`src/rtl/alu_result_stage.sv`:
```
// -----------------------------------------------------------------------------
// alu_result_stage
//   Two-entry skid FIFO that captures the ALU result together with its flags
//   and operation tag, decoupling the ALU from a back-pressuring consumer.
//
//   Entries are kept as a head/tail pair.  The head register drives out_*
//   directly, so the output data is a flop (stable under stall) and is 0
//   whenever the stage is empty.
//
//   in_ready is registered from the next occupancy, so it never depends
//   combinationally on out_ready.  A full stage therefore refuses a push even
//   in a cycle where it is also popping.
//
// Optional feature:
//   ALU_RESULT_STICKY_FLAGS_EN - when defined, sticky_flags ORs together the
//   flags of every popped entry until sticky_clr.  When it is undefined,
//   sticky_flags is tied to 0 and sticky_clr is ignored.
//
// Ports:
//   clk, rst_n                  clock, asynchronous active-low reset
//   in_valid / in_ready         producer handshake
//   in_result, in_c/z/o/s       ALU result and carry/zero/overflow/sign
//   in_opsel, in_mode           operation tag carried with the result
//   out_valid / out_ready       consumer handshake
//   out_result, out_flags       head entry; out_flags = {c,z,o,s}
//   out_opsel, out_mode         head entry tag
//   occupancy                   held entries, 0..2
//   sticky_clr, sticky_flags    accumulated-flags clear and value
// -----------------------------------------------------------------------------
module alu_result_stage #(
    parameter int DWIDTH = 128
) (
    input  logic              clk,
    input  logic              rst_n,
    input  logic              in_valid,
    output logic              in_ready,
    input  logic [DWIDTH-1:0] in_result,
    input  logic              in_c,
    input  logic              in_z,
    input  logic              in_o,
    input  logic              in_s,
    input  logic [2:0]        in_opsel,
    input  logic              in_mode,
    output logic              out_valid,
    input  logic              out_ready,
    output logic [DWIDTH-1:0] out_result,
    output logic [3:0]        out_flags,
    output logic [2:0]        out_opsel,
    output logic              out_mode,
    output logic [1:0]        occupancy,
    input  logic              sticky_clr,
    output logic [3:0]        sticky_flags
);

    typedef struct packed {
        logic [DWIDTH-1:0] result;
        logic [3:0]        flags;
        logic [2:0]        opsel;
        logic              mode;
    } entry_t;

    entry_t     r_head, r_tail;
    logic [1:0] r_occ;
    logic       r_in_ready;

    entry_t     w_new;
    entry_t     w_head_nxt, w_tail_nxt;
    logic [1:0] w_occ_nxt;
    logic       w_push, w_pop;

    assign w_new = '{result: in_result,
                     flags:  {in_c, in_z, in_o, in_s},
                     opsel:  in_opsel,
                     mode:   in_mode};

    assign w_push = in_valid && r_in_ready;
    assign w_pop  = (r_occ != 2'd0) && out_ready;

    always_comb begin
        w_head_nxt = r_head;
        w_tail_nxt = r_tail;
        w_occ_nxt  = r_occ;
        case (r_occ)
            2'd0: begin
                if (w_push) begin
                    w_head_nxt = w_new;
                    w_occ_nxt  = 2'd1;
                end
            end
            2'd1: begin
                case ({w_push, w_pop})
                    2'b10: begin
                        w_tail_nxt = w_new;
                        w_occ_nxt  = 2'd2;
                    end
                    2'b01: begin
                        // Clear the head so that out_* reads 0 when empty.
                        w_head_nxt = '0;
                        w_occ_nxt  = 2'd0;
                    end
                    2'b11: begin
                        w_head_nxt = w_new;
                    end
                    default: ;
                endcase
            end
            2'd2: begin
                // in_ready is low here, so only a pop can happen.
                if (w_pop) begin
                    w_head_nxt = r_tail;
                    w_tail_nxt = '0;
                    w_occ_nxt  = 2'd1;
                end
            end
            default: begin
                w_head_nxt = '0;
                w_tail_nxt = '0;
                w_occ_nxt  = 2'd0;
            end
        endcase
    end

    always_ff @(posedge clk or negedge rst_n) begin
        if (!rst_n) begin
            r_head     <= '0;
            r_tail     <= '0;
            r_occ      <= 2'd0;
            r_in_ready <= 1'b0;
        end else begin
            r_head     <= w_head_nxt;
            r_tail     <= w_tail_nxt;
            r_occ      <= w_occ_nxt;
            r_in_ready <= (w_occ_nxt < 2'd2);
        end
    end

    assign in_ready   = r_in_ready;
    assign out_valid  = (r_occ != 2'd0);
    assign out_result = r_head.result;
    assign out_flags  = r_head.flags;
    assign out_opsel  = r_head.opsel;
    assign out_mode   = r_head.mode;
    assign occupancy  = r_occ;

`ifdef ALU_RESULT_STICKY_FLAGS_EN
    logic [3:0] r_sticky;

    // A clear and a pop in the same cycle leaves only the popped flags.
    always_ff @(posedge clk or negedge rst_n) begin
        if (!rst_n) begin
            r_sticky <= 4'd0;
        end else if (w_pop) begin
            r_sticky <= sticky_clr ? r_head.flags : (r_sticky | r_head.flags);
        end else if (sticky_clr) begin
            r_sticky <= 4'd0;
        end
    end

    assign sticky_flags = r_sticky;
`else
    logic w_unused_sticky_clr;
    assign w_unused_sticky_clr = sticky_clr;
    assign sticky_flags        = 4'd0;
`endif

endmodule

```
`config.mk`:
```
export PLATFORM = sky130hd
export DESIGN_NAME = alu_result_stage
export DESIGN_NICKNAME = d
export VERILOG_FILES = /design/src/rtl/alu_result_stage.sv
export SDC_FILE = /design/constraint.sdc
export NUM_CORES = 1
export LEC_CHECK = 0
export ABC_CLOCK_PERIOD_IN_PS = 1450
export CORE_ASPECT_RATIO = 0.7
export CORE_MARGIN = 1
export CORE_UTILIZATION = 40
export CTS_CLUSTER_SIZE = 16
export DETAILED_ROUTE_END_ITERATION = 16
export PLACE_DENSITY_LB_ADDON = 0.3
export SLEW_MARGIN = 20
export SYNTH_ARGS = -nofsm -noshare
export SYNTH_HDL_FRONTEND = slang
export SYNTH_SLANG_ARGS = --single-unit
```
`constraint.sdc`:
```
create_clock -name clk -period 1.45 [get_ports clk]
set_input_delay 0.2175 -clock clk [delete_from_list [all_inputs] [get_ports clk]]
set_output_delay 0.2175 -clock clk [all_outputs]
set_load 0.02 [all_outputs]
```
# == Yosys cells after proc, flatten, opt, wreduce, memory -nomap -nowiden ==
# Cells that the tools add are included.
# word_totals
reg_bits,275
# classes
n_reduce_logical,6
bitwise,1
mux,11
eq_ne,9
n_lt_le_gt_ge,1
# op_table
cell,count
one-hot mux 136 bit (3 select lines),2
two-way mux 136 bit,4
one-hot mux 136 bit (2 select lines),1
"equality test 2 bit, second input constant",3
"!= test 2 bit, second input constant",3
one-hot mux 2 bit (3 select lines),1
AND reduction 3 bit,2
"equality test 2 x 1 -> 1 bit, second input constant",2
two-way mux 2 bit,2
one-hot mux 2 bit (2 select lines),1
"!= test 3 x 2 -> 1 bit, second input constant",1
logical AND 1 bit,2
zero test 2 bit,1
"< comparator 2 bit, second input constant",1
nonzero test 2 bit,1
NOT 1 bit,1

# == Depth between registers and ports, before layout ==
# logic_depth
depth_word,6
depth_mapped,7

# == Worst setup path before layout ==
# Ideal clock, no wire load.
# synth_path
path_type,register -> register
start,"register r_occ[0], in the netlist occupancy[0]"
end,"register r_head, in the netlist out_result[26]"
arrival_ps,1610
stages_incl_launch_ff,8
slack_ps,-281
period_less_slack_ps,1731
cell_sequence,dfrtp_1 buf_4 xor2_2 a22o_1 buf_2 buf_6 buf_6 a22o_1
# synth_via
elab_chain_len,5
word_cells_on_any_way,13
# synth_lines
item,line_no,rtl
from (decl),63,logic [1:0] r_occ;
from (signal assigned),132,r_occ <= w_occ_nxt;
nonzero test 2 bit,77,assign w_pop = (r_occ != 2'd0) && out_ready;
logical AND 1 bit,77,
equality test 2 bit or equality test 2 x 1 -> 1 bit (tied branches),91,"case ({w_push, w_pop})"
one-hot mux 136 bit (2 select lines) or != test 3 x 2 -> 1 bit (tied branches),--,
one-hot mux 136 bit (3 select lines) or AND reduction 3 bit (tied branches),--,
to (signal assigned),130,r_head <= w_head_nxt;
to (decl),62,"entry_t r_head, r_tail;"
# Parallel ways exist; a longest one is shown, timed or not.
# A chain may end at the register's enable or synchronous reset.

# == Worst setup path in the final report ==
# layout_path
start,"register r_occ[1], in the netlist occupancy[1]"
end,"register r_head, in the netlist out_result[101]"
# Same word-level chain as after synthesis.

==> summary.txt <==
Routing
  • Number of remaining DRC errors: 0
  • Final wirelength: 42.4 mm
  • Total iterations of the first detailed-routing run: 5
  • Total number of vias: 11,600
  • Wire per inst: 19.6 um
  • Number of nets with antenna violations after routing: 0
  • DR vias/cell: approximately 5.3
  • Violation count after the first detailed-route iteration: 810

Floorplan
  • Placeable core area: 0.0339 mm^2
  • Die height: between 150 and 200 um
  • Die width: 225 um
  • Die Footprint: 0.0357 mm^2
  • Starting utilization of the core area: 0.412
  • FP Rows: 56
  • I/O pin cnt: 285

STA
  • Count of final max-slew check failures: 0
  • Clock tree skew after final layout: 0.0184 ns
  • Crit share post-route: 1.20
  • Tmin final: 1.74 ns
  • Maximum clock rate: 0.574 GHz
  • Final hold violation count: 0
  • Setup repair after global routing missed its margin: yes
  • Finish-stage setup viols: 277
  • Worst setup margin: -0.292 ns

Critical path
  • Delay of the slowest critical-path stage: between 0.5 and 0.6 ns
  • Required @ worst endpoint: 1.90 ns
  • Cell-by-cell listing of the critical path: buf_12, xor2_4, a22o_4, buf_12, a22o_1
  • Crit path buffers/inverters: 2
  • Critical Path AT: 2.19 ns
  • R2r startpoint: occupancy[1]
  • FF-to-FF path depth: 5
  • Critical-path cell with the highest stage delay: dfrtp_4
  • Category of the worst setup path launch point: flop
  • Endpoint of the worst-slack reg-to-reg timing path: out_result[101]
  • R2R setup slack: -0.29 ns
  • Highest fanout seen on the critical path: between 40 and 50
  • Crit Path Class: flop to flop
  • Largest delay contributor family on the critical path: compound AO/OA/AOI/OAI gates
  • Crit path top cell by count: buf_12
  • Worst setup EP type: flop

Placement
  • Final weighted congestion of routability-driven global placement: ~0.8
  • Post-Place Worst Slack: -0.322 ns
  • Estimated wirelength of the detail-placed design: 26.8 mm
  • Placed insts: 2,089
  • Port Buffers: 279

Global route
  • Busiest layer in global routing: met2
  • Global-route wire length before repair: about 65 mm
  • Overflow left after global routing: 0
  • Initial antenna violation count: 4
  • Global Route met3 Usage: 0.0432
  • Fraction of met1 tracks used by global routing: 0.320
  • Global-route track usage on met2: 0.365
  • Via count of the first global-routing pass: around 12,000
  • Overall Global Routing Usage: 0.229
  • Maximum number of pins on one net before global-route repair: 65

Clock tree
  • Worst-skew pair later-pin latency: 0.56 ns
  • TritonCTS clock tree: done
  • H-tree levels: 1
  • CTS max path bufs: 3
  • Number of clock buffers inserted by TritonCTS: 29
  • Root cell of the clock tree: clkbuf_16
  • Clock-pin slew of the registers on the worst-case setup and hold paths: 0.07 ns
  • Clock Sinks: between 200 and 300

Layout
  • Fraction of layout cells with a size suffix above 1: 0.189
  • Nets@finish: roughly 1,800
  • Util after Layout: 0.563
  • Most frequent cells in the layout: nand2_1, dfrtp_1, mux2i_1
  • Area added between synthesis and finish: 36.8%
  • Non-filler instance count after layout: 2,161

Power and ir drop
  • Power Density: roughly 2300 mW/mm^2
  • Switching Share: 0.402
  • Internal power consumption: 0.0260 W
  • Power spent charging and discharging nets: 0.0175 W
  • Relative contribution of the clock network to total power: 0.169
  • Static leakage: 8.64 nW
  • Seq pwr share: 0.321
  • Worst ir drop on vdd: 0.000945 V
  • Portion of total power attributed to combinational logic: 0.509

Yosys
  • Instance count of the mapped netlist: 1,372
  • Number of flip-flops and latches in the synthesized netlist: 275
  • Total number of yosys warnings: 0
  • Netlist area before placement: 0.0140 mm^2
  • Average instance area after synthesis: 10.2 um^2
  • Post-synth cell types: 24
  • Sequential cell area fraction in the yosys report: 0.493

Status
  • Violations in the final reports: negative setup slack
  • Status: finished with violations

Worst hold path
  • Kind of path behind the tightest hold check: input pin to async pin

Flow run
  • Max Cap Violations: 0
==> power groups by stage <==
| stage | Combinational, W | Sequential [W] | Clock, W |
|---|---|---|---|
| finish | 0.0222 | 0.0140 | 0.00738 |
| global route | 0.0238 | 0.0144 | 0.00786 |
| CTS | 0.0215 | 0.0139 | 0.00755 |
| detailed placement | 0.0224 | 0.0140 | 0 |
| global placement | 0.0219 | 0.0140 | 0 |
| floorplan | 0.0104 | 0.0158 | 0 |
==> registers in the layout, indices dropped and copies added, names as in the netlist <==
register / cells
in_ready: 1
occupancy: 2
out_flags: 4
out_mode: 1
out_opsel: 3
out_result: 128
r_tail: 136
==> Yosys cell counts (all sizes together) <==
cell	count	area (um^2)
dfrtp	275	6880
nand2b	2	12.5
a22o	137	1200
mux2	1	11.3
o2bb2ai	2	36.3
nor2	1	3.75
o21ai	1	5.00
nand2	273	1020
o22a	1	8.76
xor2	1	16.3
o22ai	136	851
a21oi	1	5.00
nor2b	1	6.26
conb	1	3.75
buf	67	409
mux2i	272	2720
and3b	1	8.76
inv	139	522
nand4b	1	8.76
clkbuf	59	221
==> cell families (layout without fill, tap and decap cells) <==
group / Yosys count / after routing / share of synthesized area
AOI/OAI and AO/OA: 278 / 278 / 0.151
xor gates and xnor gates: 1 / 1 / 0.00117
buffers and inverters: 265 / 584 / 0.0826
DFF: 275 / 275 / 0.493
muxes: 273 / 273 / 0.196
other: 1 / 7 / 0.000269
and+or+nand+nor: 279 / 279 / 0.0763
==> metal layers <==
metal / part of all wire / up-vias
li1: - / 5381
met1: 0.46 / 5753
met2: 0.46 / 351
met3: 0.063 / 64
met4: 0.021 / 2
met5: 0.00031 / -
==> worst max path at each step <==
stage            startpoint         endpoint  cells past startpoint
2_1_floorplan  occupancy[1]   out_result[26]                      7
6_report       occupancy[1]  out_result[101]                      5
3_5_place_dp       in_valid       r_tail[51]                      5
4_1_cts        occupancy[0]        out_valid                      3
3_3_place_gp       in_valid  out_result[108]                      5
5_1_grt        occupancy[1]        r_tail[0]                      8
==> worst reg2reg max path, delay by kind of cell, from the launching register on <==
family | cells | cell delay, ns
buffers and inverters | 2 | 0.35
flip-flops | 1 | 0.51
AO/OA/AOI/OAI | 2 | 0.59
XOR/XNOR | 1 | 0.19
==> cell type report <==
| cell class | instances | area [um^2] |
|---|---|---|
| timing repair buffer | 393 | 4110 |
| clock inverter | 9 | 78.8 |
| inverter | 139 | 522 |
| fill | 2912 | 14800 |
| sequential | 275 | 6890 |
| antenna | 3 | 7.51 |
| tap | 464 | 581 |
| clock buffer | 43 | 858 |
| multi-input combinational | 835 | 6050 |
==> metrics by stage <==
stage | TNS [ns] | cell area [um^2] | power, W | hold WS (ns)
floorplan | -23.74 | 14000 | 0.0261 | -0.0781
detailed placement | -74.65 | 18100 | 0.0364 | 0.0949
finish | -56.33 | 19100 | 0.0435 | 0.101
CTS | -51.32 | 18800 | 0.0430 | 0.0902
global placement | -68.57 | 18100 | 0.0359 | 0.0903
global route | -70.78 | 19100 | 0.0460 | 0.107
==> repair_timing <==
item,4_1_cts,5_1_grt
hold buffers,2,0
setup buffers,6,3
gates cloned,1,7
endpoints found under the setup margin,413,314
hold endpoints to repair,276,0
gates resized for setup,533,18
pin swaps,6,0
Power figures use the tool's default switching activity.
